**src/rtl/ij_index_sequencer.sv**
```systemverilog
// ij_index_sequencer: walks the 5x5 lane grid (i fastest) for ROUNDS rounds
// and hands each (i, j) coordinate downstream over a valid/ready handshake.
module ij_index_sequencer #(
    parameter int SIZE   = 3,
    parameter int ROUNDS = 24,
    parameter int RW     = 5
) (
    input  logic            clk,
    input  logic            rst_n,
    input  logic            start,
    input  logic            ready,
    output logic [SIZE-1:0] i_idx,
    output logic [SIZE-1:0] j_idx,
    output logic [4:0]      lane_addr,
    output logic [RW-1:0]   round_idx,
    output logic            valid,
    output logic            last_lane,
    output logic            last_round,
    output logic            busy,
    output logic            done
);

    typedef enum logic [1:0] {
        IDLE = 2'd0,
        RUN  = 2'd1,
        DONE = 2'd2
    } state_t;

    localparam logic [SIZE-1:0] EDGE_IDX  = SIZE'(4);
    localparam logic [4:0]      LAST_ADDR = 5'd24;
    localparam logic [RW-1:0]   LAST_RND  = RW'(ROUNDS - 1);

    state_t          state, state_n;
    logic [SIZE-1:0] i_n, j_n;
    logic [4:0]      lane_n;
    logic [RW-1:0]   round_n;
    logic            valid_n, busy_n, done_n;

    // Next-state and next-output decode; a transfer is valid & ready in RUN.
    always_comb begin
        state_n = state;
        i_n     = i_idx;
        j_n     = j_idx;
        lane_n  = lane_addr;
        round_n = round_idx;
        valid_n = valid;
        busy_n  = busy;
        done_n  = 1'b0;
        unique case (state)
            IDLE: begin
                if (start) begin
                    state_n = RUN;
                    i_n     = '0;
                    j_n     = '0;
                    lane_n  = '0;
                    round_n = '0;
                    valid_n = 1'b1;
                    busy_n  = 1'b1;
                end
            end
            RUN: begin
                if (ready) begin
                    if (i_idx != EDGE_IDX) begin
                        i_n    = i_idx + SIZE'(1);
                        lane_n = lane_addr + 5'd1;
                    end else if (j_idx != EDGE_IDX) begin
                        i_n    = '0;
                        j_n    = j_idx + SIZE'(1);
                        lane_n = lane_addr + 5'd1;
                    end else begin
                        i_n    = '0;
                        j_n    = '0;
                        lane_n = '0;
                        if (round_idx != LAST_RND) begin
                            round_n = round_idx + RW'(1);
                        end else begin
                            round_n = '0;
                            state_n = DONE;
                            valid_n = 1'b0;
                            busy_n  = 1'b0;
                            done_n  = 1'b1;
                        end
                    end
                end
            end
            DONE: begin
                state_n = IDLE;
            end
            default: begin
                state_n = IDLE;
                valid_n = 1'b0;
                busy_n  = 1'b0;
            end
        endcase
    end

    // State and registered outputs; reset clears everything immediately.
    always_ff @(posedge clk or negedge rst_n) begin
        if (!rst_n) begin
            state     <= IDLE;
            i_idx     <= '0;
            j_idx     <= '0;
            lane_addr <= '0;
            round_idx <= '0;
            valid     <= 1'b0;
            busy      <= 1'b0;
            done      <= 1'b0;
        end else begin
            state     <= state_n;
            i_idx     <= i_n;
            j_idx     <= j_n;
            lane_addr <= lane_n;
            round_idx <= round_n;
            valid     <= valid_n;
            busy      <= busy_n;
            done      <= done_n;
        end
    end

    // Boundary flags are decoded from registered state, gated by valid.
    always_comb begin
        last_lane  = valid && (lane_addr == LAST_ADDR);
        last_round = valid && (round_idx == LAST_RND);
    end

endmodule
```
**config.mk**
```make
export PLATFORM = sky130hd
export DESIGN_NAME = ij_index_sequencer
export DESIGN_NICKNAME = d
export VERILOG_FILES = /design/src/rtl/ij_index_sequencer.sv
export SDC_FILE = /design/constraint.sdc
export NUM_CORES = 1
export LEC_CHECK = 0
export ABC_CLOCK_PERIOD_IN_PS = 2100
export BUFFER_PORTS_ARGS = -buffer_cell sky130_fd_sc_hd__buf_2
export CAP_MARGIN = 25
export CORE_MARGIN = 2
export CORE_UTILIZATION = 53
export CTS_CLUSTER_DIAMETER = 120
export DETAILED_ROUTE_END_ITERATION = 7
export GPL_TIMING_DRIVEN = 1
export PLACE_DENSITY_LB_ADDON = 0.3
export RECOVER_POWER = 25
export SLEW_MARGIN = 20
export SYNTH_ARGS = -nofsm -noshare
export SYNTH_HDL_FRONTEND = slang
export SYNTH_SLANG_ARGS = --single-unit
```
**constraint.sdc**
```tcl
create_clock -name clk -period 2.1 [get_ports clk]
set_clock_uncertainty 0.05 [all_clocks]
set_input_delay 0.105 -clock clk [delete_from_list [all_inputs] [get_ports clk]]
set_output_delay 0.105 -clock clk [all_outputs]
set_load 0.02 [all_outputs]
```
## Word level (Yosys, flattened, before mapping)

Cells that the tools add are included.

| word-level totals | value |
|---|---|
| bits in registers | 20 |
| bits of input ports | 4 |

| operators by class | value |
|---|---|
| add/subtract/negate cells | 4 |
| equal/unequal tests | 12 |
| muxes and demuxes | 35 |
| bitwise operators | 1 |
| reductions and logical operators | 9 |

Operators by type and width:

| cell | count |
|---|---|
| $mux 5 | 8 |
| $pmux 5 s2 | 2 |
| $mux 3 | 6 |
| $pmux 3 s2 | 2 |
| $add 5x1->5 const B | 2 |
| $eq 5x5->1 const B | 2 |
| $mux 1 | 10 |
| $mux 2 | 5 |
| $ne 2x2->1 const B | 5 |
| $reduce_and 5->1 | 2 |
| $add 3x1->3 const B | 2 |
| $ne 3x3->1 const B | 2 |
| $reduce_and 6->1 | 1 |
| $ne 5x5->1 const B | 1 |
| $pmux 2 s2 | 1 |
| $reduce_and 4->1 | 1 |
| $pmux 1 s3 | 1 |
| $reduce_and 3->1 | 1 |
| $eq 2x1->1 const B | 1 |
| $eq 2x2->1 const B | 1 |
| $logic_and 1x1->1 | 2 |
| $logic_not 2->1 | 1 |
| $reduce_bool 2->1 | 1 |
| $not 1->1 | 1 |

## Logic depth before layout (Yosys ltp)

Gate-level depths: netlist of the first run.

| depth | value |
|---|---|
| depth in word-level cells | 6 |
| gate-level depth with buffers | 6 |
| gate-level depth less buffers | 6 |

## Least setup slack after synthesis of the first run

Ideal clock, no wire load.

| timing path | value |
|---|---|
| path kind | reg-to-reg |
| start | register j_idx[0] |
| end | register round_idx[4] |
| data arrival time | 1602 ps |
| setup slack | 322 ps |
| stages on the path, launching flop included | 7 |
| buffers on the path | 0 |
| cell sequence | dfrtp_1 > inv_1 > ha_1 > and4_1 > a21oi_4 > nor4b_1 > a221o_1 |

| between the ends | value |
|---|---|
| longest elaborated chain between the ends | 3 |

RTL lines:

| element | RTL line | text |
|---|---|---|
| start: declaration | 13 | `output logic [SIZE-1:0] j_idx,` |
| start signal: assignment | 111 | `j_idx <= j_n;` |
| $ne 3x3->1 | 66 | `end else if (j_idx != EDGE_IDX) begin` |
| $ne 2x2->1 (no source line) | n/a |  |
| $reduce_and 5->1 (no source line) | n/a |  |
| end signal: assignment | 113 | `round_idx <= round_n;` |
| end: declaration | 15 | `output logic [RW-1:0] round_idx,` |

No other way between the ends.
A chain may end at the register's enable or synchronous reset.

## Final worst setup path of the first run

Same ends and word-level chain as after synthesis.

==> results of run 1 <==
==> path summary, 6_finish.rpt <==
kind	endpoint	cells after the start	slack, ns	start
setup / recovery	round_idx[4]	6	0.30	j_idx[0]
hold / removal	state[0]	3	0.04	start
setup reg to reg	round_idx[4]	6	0.30	j_idx[0]
hold reg to reg	i_idx[1]	2	0.49	i_idx[1]
max in group asynchronous	i_idx[2]	2	0.88	rst_n
min in group asynchronous	round_idx[4]	2	0.46	rst_n
==> cells in the final DEF (no fill, tap or decap), types with 2 or more instances in the layout <==
cell                       synthesis  layout
sky130_fd_sc_hd__buf_2             1      23
sky130_fd_sc_hd__dfrtp_1          20      20
sky130_fd_sc_hd__nand2_1          15      15
sky130_fd_sc_hd__o21ai_0          11      11
sky130_fd_sc_hd__nor2_1            9       9
sky130_fd_sc_hd__inv_1             8       8
sky130_fd_sc_hd__ha_1              7       7
sky130_fd_sc_hd__nand3_1           5       5
sky130_fd_sc_hd__nor3_1            4       4
sky130_fd_sc_hd__a22o_1            4       4
sky130_fd_sc_hd__and4_1            3       3
sky130_fd_sc_hd__nand4_1           3       3
sky130_fd_sc_hd__a21oi_1           3       3
sky130_fd_sc_hd__clkbuf_4          0       3
sky130_fd_sc_hd__nor2b_1           2       2
sky130_fd_sc_hd__a211o_1           2       2
sky130_fd_sc_hd__and3_1            2       2
sky130_fd_sc_hd__a21o_1            2       2
==> through the flow <==
step           total power [µW]  utilization, %  std cells  area, µm²
2_1_floorplan               947               -        121       1140
3_3_place_gp               1100            64.0        170       1280
3_5_place_dp               1130            64.0        170       1280
4_1_cts                    1310            65.6        174       1310
5_1_grt                    1390            65.6        174       1310
6_report                   1300            65.6        174       1310
==> layer usage <==
metal	GRT usage, %	vias up	share of wire, %
met5	0	-	0
met4	7.21	0	1.3
met1	28.4	484	46
met2	36.4	29	48
met3	3.87	5	4.6
li1	-	486	-
==> timing repair <==
action	in CTS	in global routing
hold buffers	1	0
endpoints found under the setup margin	0	0
endpoints found under the hold margin	20	0
==> area by class of cell <==
type / instances / area share (%)
Clock buffer: 3 / 1.72
Multi-Input combinational cell: 91 / 45.5
Timing Repair Buffer: 25 / 9.82
Tap cell: 27 / 2.57
Sequential cell: 20 / 38.1
Inverter: 8 / 2.29
==> worst register-to-register path: stages, from the launching register on <==
cell	delay [ns]
sky130_fd_sc_hd__dfrtp_1	0.44
sky130_fd_sc_hd__inv_1	0.07
sky130_fd_sc_hd__ha_1	0.27
sky130_fd_sc_hd__and4_1	0.27
sky130_fd_sc_hd__a21oi_4	0.22
sky130_fd_sc_hd__nor4b_1	0.08
sky130_fd_sc_hd__a221o_1	0.30
==> sequential cells by signal, indices dropped and copies added (netlist names) <==
register / flops
j_idx: 3
round_idx: 5
lane_addr: 5
busy: 1
state: 2
done: 1
i_idx: 3
==> power groups by stage <==
stage	clock, µW	combinational [µW]	sequential [µW]
2_1_floorplan	0	267	679
3_3_place_gp	0	516	580
3_5_place_dp	0	537	589
4_1_cts	183	541	582
5_1_grt	198	595	602
6_report	184	535	582
==> logic make-up after synthesis <==
group / share of synthesized area, %
DFF: 43.9
buffers and inverters: 3.73
and+or+nand+nor: 26.0
adders and majority gates: 7.68
AOI/OAI and AO/OA: 17.7
muxes: 0.988
==> results.rst, run 1 <==
.. list-table::
   :header-rows: 1

   * - Metric
     - Value
   * - Footprint of the flip-flops and latches
     - 500 µm²
   * - Tightest Pin Transition
     - 1.10 ns
   * - Number of buffers inserted to repair setup after CTS
     - 0
   * - Synth Instances
     - 121
   * - Synth-to-Final Area Change
     - 15.1%
   * - Post-synth top area share
     - 43.9%
   * - Smallest setup slack after layout
     - 0.298 ns
   * - Ys flop type
     - sky130_fd_sc_hd__dfrtp_1
   * - CTS max path bufs
     - 2
   * - Critical path start-end classification
     - flip-flop to flip-flop
   * - Total CTS buffers
     - 3
   * - Number of max-cap violations
     - 0
   * - Type of the worst min-delay path
     - input port to flip-flop
   * - Worst-case vdd ir drop
     - about 0.66 mV
   * - Chain of cells forming the critical path
     - inv_1 -> ha_1 -> and4_1 -> a21oi_4 -> nor4b_1 -> a221o_1
   * - Number of buffers inserted by port buffering
     - 24
   * - HPWL reported at the end of detailed placement
     - 1.84 mm
   * - Critical path buffers and inverters
     - 1
   * - Setup violations, final
     - 0
   * - Global-route wire length before repair
     - 4.23 mm
   * - Crit-path slowest cell
     - sky130_fd_sc_hd__dfrtp_1
   * - CP Max Fanout
     - 8
   * - TritonCTS clock tree
     - done
   * - Total of cells resized after clock tree synthesis
     - 0
   * - Number of iterations in the first detailed-routing pass
     - 4
   * - Die height
     - between 50 and 60 µm
   * - Multi-input gate area in the final layout
     - 597 µm²
   * - Final-layout worst hold slack
     - approximately 0.042 ns
   * - Total I/O pin count
     - 25
   * - Synth area leader
     - sky130_fd_sc_hd__dfrtp_1
   * - Share of layout cells above drive strength 1
     - roughly a fifth
   * - Sequential power share
     - 44.7%
   * - Final wirelength
     - around 2.5 mm
   * - Final #Nets
     - 160
   * - Initial standard-cell utilization of the core
     - a little under three fifths
   * - Number of synthesized flops with an enable pin
     - 0
   * - Global placement routability congestion
     - slightly above 0.8
   * - Static power due to leakage
     - 0.000665 µW
   * - Worst slack at placement
     - between 0.3 and 0.4 ns
   * - Post-route DRC
     - 0
   * - Pwr Density
     - 991 mW/mm²
   * - Die Wd
     - 50.4 µm
   * - Total number of clock tree sinks
     - 20
   * - Number of warnings issued by yosys
     - 0
   * - H-tree lvl count
     - 1
   * - Post-Syn Nets
     - between 100 and 150
   * - Final Hold Violating Endpoints
     - 0
   * - Clock Root Buffer
     - sky130_fd_sc_hd__clkbuf_4
   * - Critical path launch point type
     - flip-flop
   * - Count of vias placed by the detailed router
     - 1,004
   * - Pin count of the biggest net entering global routing
     - 21
   * - Timing-limited maximum frequency
     - around 550 MHz
   * - Cell Area, Synth
     - ~0.0011 mm²
   * - Number of antenna-violating nets in the routed design
     - 0
   * - Async S/R FF share, synth
     - 100%
   * - Count leader, synth
     - sky130_fd_sc_hd__dfrtp_1
   * - Data arrival, critical path
     - 1.95 ns
   * - Sum Neg Setup Slack
     - 0 ns
   * - Synth top area cells
     - sky130_fd_sc_hd__dfrtp_1 44%, sky130_fd_sc_hd__ha_1 7.7%, sky130_fd_sc_hd__nand2_1 4.9%, sky130_fd_sc_hd__o21ai_0 4.8%, sky130_fd_sc_hd__a22o_1 3.1%
   * - WP data required
     - 2.24 ns
   * - P_sw
     - 548 µW
   * - Die Area
     - roughly 0.0025 mm²
   * - Kind of end point of the critical path
     - flip-flop
   * - Cell type group with the largest total delay on the critical path
     - compound AO/OA/AOI/OAI gates
   * - Post-synthesis area per instance
     - 9.42 µm²
   * - Clock latency reported for the late side of the worst-skew pair
     - 0.30 ns
   * - Logic gate share of total power
     - 41.1%
   * - Sequential area share after synthesis
     - 43.9%
   * - Antenna diode count
     - 0
   * - Synth cell count leaders
     - 20 x sky130_fd_sc_hd__dfrtp_1, 15 x sky130_fd_sc_hd__nand2_1, 11 x sky130_fd_sc_hd__o21ai_0
   * - Total routing resource utilization after global routing
     - 21.7%
   * - Result of the run
     - complete, no violations
   * - Internal Pwr Total
     - 752 µW
   * - Switching Fraction
     - 42.2%
   * - Headroom to the max-slew limit
     - 26.6%
   * - Routed WL per cell
     - 14.2 µm
   * - Starting DRC count in detailed routing
     - 34
   * - RSZ-0062 raised after global routing
     - false
   * - Vias in the first global route
     - 950
   * - Number of placement rows
     - 16
   * - Reg clk slew, reported paths
     - 0.11 ns
   * - Antenna violations before repair
     - 0
   * - Residual overflow from global routing
     - 0
   * - Delay of the slowest critical-path stage
     - 0.44 ns
   * - Final critical-path share of the clock period
     - 85.8%
   * - Part of the total power dissipated in the clock network
     - 14.1%
   * - Core area
     - around 0.002 mm²
   * - Fill count
     - around 180
   * - Vias per Instance
     - approximately 5.8
   * - Post-layout min period
     - approximately 1.8 ns
   * - Number of distinct library cell variants in the gate-level netlist after synthesis
     - 37
   * - Synth Register Bits
     - 20
   * - Final Max Slew Viols
     - 0
Power figures use the tool's default switching activity.
==> run 2, diff against run 1 <==
--- a/config.mk
+++ b/config.mk
@@ -6,7 +6,7 @@
 export NUM_CORES = 1
 export LEC_CHECK = 0
 export ABC_CLOCK_PERIOD_IN_PS = 2100
-export BUFFER_PORTS_ARGS = -buffer_cell sky130_fd_sc_hd__buf_2
+export BUFFER_PORTS_ARGS = -buffer_cell sky130_fd_sc_hd__buf_4
 export CAP_MARGIN = 25
 export CORE_MARGIN = 2
 export CORE_UTILIZATION = 53
==> run 2 against run 1 <==
- first-iteration DRC count down 56%
- critical path depth unchanged
- wire length down 1.3%
- register-to-register slack worse by 0.03 ns
- clock power barely moved
- maximum frequency shrank 1.7%
- global-route usage up 0.33 points
- sequential power hardly changed
- die area stayed put
- worst setup slack got worse by 0.031 ns
- power up 4.1%
- core utilization is 2.9 points higher
- critical endpoint unchanged
- highest routed layer unchanged
==> results.rst, run 2 (same netlist as run 1, synthesis figures left out) <==
.. list-table::
   :header-rows: 1

   * - Metric
     - Value
   * - Result of the run
     - complete, no violations
   * - Sum Neg Setup Slack
     - 0 ns
   * - Setup violations, final
     - 0
   * - Starting DRC count in detailed routing
     - 15
   * - Total of hold buffers inserted after clock tree synthesis
     - 1
   * - Headroom to the max-slew limit
     - 28.4%
   * - Antenna violations before repair
     - 0
   * - Delay of the slowest critical-path stage
     - 0.45 ns
   * - Logic depth of the worst register-to-register path
     - 6
   * - Clock Root Buffer
     - sky130_fd_sc_hd__clkbuf_4
   * - Vias per Instance
     - 5.73
   * - Pwr Density
     - between 900 and 1000 mW/mm²
   * - Share of layout cells above drive strength 1
     - 21.1%
   * - Post-layout min period
     - 1.83 ns
   * - Static power due to leakage
     - 0.000679 µW
   * - Pin count of the biggest net entering global routing
     - 21
   * - Die Area
     - 0.00254 mm²
   * - Residual overflow from global routing
     - 0
   * - Top Registers
     - lane_addr (5), round_idx (5)
   * - Number of buffers inserted by port buffering
     - 24
   * - Final Hold Violating Endpoints
     - 0
   * - Initial standard-cell utilization of the core
     - a little under three fifths
   * - Die height
     - 50.4 µm
   * - Final cell count without fillers
     - 174
   * - WP data required
     - 2.30 ns
   * - Global-route wire length before repair
     - roughly 4.3 mm
   * - Instance count on the critical path
     - 6
   * - Vias in the first global route
     - 964
   * - Clock latency reported for the late side of the worst-skew pair
     - 0.30 ns
   * - Critical path buffers and inverters
     - 1
   * - H-tree lvl count
     - 1
   * - Global placement routability congestion
     - between 0.8 and 0.9
   * - Final wirelength
     - 2.44 mm
   * - Final #Nets
     - 160
   * - Critical path launch point type
     - flip-flop
   * - Core area
     - 0.00200 mm²
   * - Cell count of the worst hold path
     - 3
   * - Total I/O pin count
     - 25
   * - Synth-to-Final Area Change
     - 20.2%
   * - Post-route DRC
     - 0
   * - Die Wd
     - 50.4 µm
   * - Worst-case vdd ir drop
     - 0.599 mV
   * - Register-to-Register Setup Slack
     - 0.27 ns
   * - Kind of end point of the critical path
     - flip-flop
   * - Inst Count DP
     - 170
   * - Timing-limited maximum frequency
     - 546 MHz
   * - Most frequent cells in the layout
     - 23 x sky130_fd_sc_hd__buf_4, 20 x sky130_fd_sc_hd__dfrtp_1, 15 x sky130_fd_sc_hd__nand2_1, 11 x sky130_fd_sc_hd__o21ai_0, 9 x sky130_fd_sc_hd__nor2_1
   * - Crit-path slowest cell
     - sky130_fd_sc_hd__dfrtp_1
   * - Total number of clock tree sinks
     - 20
   * - Number of antenna-violating nets in the routed design
     - 0
   * - RSZ-0062 raised after global routing
     - false
   * - TritonCTS clock tree
     - done
   * - Number of max-cap violations
     - 0
   * - Total CTS buffers
     - 3
   * - Number of iterations in the first detailed-routing pass
     - 4
   * - Critical path start-end classification
     - flip-flop to flip-flop
   * - Most common library cell in the layout ignoring fill and taps
     - sky130_fd_sc_hd__buf_4
   * - Cell type group with the largest total delay on the critical path
     - simple AND/OR/NAND/NOR gates
   * - CP Max Fanout
     - 8
   * - Data arrival, critical path
     - between 2 and 2.5 ns
   * - CTS max path bufs
     - 2
   * - Tightest Pin Transition
     - 1.07 ns
   * - Reg clk slew, reported paths
     - between 0.1 and 0.15 ns
   * - Type of the worst min-delay path
     - input port to flip-flop
   * - Count of vias placed by the detailed router
     - 997
   * - Chain of cells forming the critical path
     - inv_1 -> ha_1 -> and4_1 -> a21oi_4 -> nor4b_1 -> a221o_1
   * - Antenna diode count
     - 0
   * - Number of placement rows
     - 16
   * - HPWL reported at the end of detailed placement
     - 1.81 mm
   * - Routed WL per cell
     - 14.0 µm
   * - Total of cells resized after clock tree synthesis
     - 0
   * - Final Max Slew Viols
     - 0
   * - Number of buffers inserted to repair setup after CTS
     - 0
   * - Final critical-path share of the clock period
     - 87.3%
   * - Total routing resource utilization after global routing
     - roughly 22%
## run 2: path summary, 6_finish.rpt
check | startpoint | endpoint
max | j_idx[0] | round_idx[4]
min | start | state[0]
max reg2reg | j_idx[0] | round_idx[4]
min reg2reg | i_idx[1] | i_idx[1]
max in group asynchronous | rst_n | j_idx[1]
min in group asynchronous | rst_n | round_idx[4]
## run 2: layer usage
metal / global-route usage, % / vias up / share of wire [%]
met3: 4.17 / 3 / 4.5
met2: 37.1 / 25 / 49
met1: 29.2 / 478 / 45
li1: - / 491 / -
met4: 5.86 / 0 / 1.0
met5: 0 / - / 0
## run 2: layout make-up
cell class                 instances  area, µm²
timing repair buffer              25        186
clock buffer                       3       22.5
fill                             158        632
sequential                        20        500
tap                               27       33.8
multi-input combinational         91        597
inverter                           8       30.0
## run 2: power by group
group / switching, µW / total (µW) / internal (µW)
Sequential: 115 / 583 / 469
Combinational: 319 / 586 / 267
Clock: 118 / 185 / 67.0
## run 2: worst reg2reg max path: cells and delay by family (launching register included)
family	cells	cell delay, ns
buffers and inverters	1	0.09
DFF	1	0.45
and+or+nand+nor	2	0.63
AOI/OAI and AO/OA	2	0.31
adders and majority gates	1	0.26
## run 2: per-stage QoR
stage          setup slack [ns]  utilization [%]  power (µW)  area, µm²  hold slack, ns
3_5_place_dp              0.280             67.0        1180       1340         -0.0489
5_1_grt                   0.128             68.4        1470       1370          0.0206
6_report                  0.267             68.4        1350       1370          0.0133
2_1_floorplan             0.322                -         947       1140          -0.241
3_3_place_gp              0.388             67.0        1160       1340         -0.0514
4_1_cts                   0.265             68.6        1360       1370          0.0184
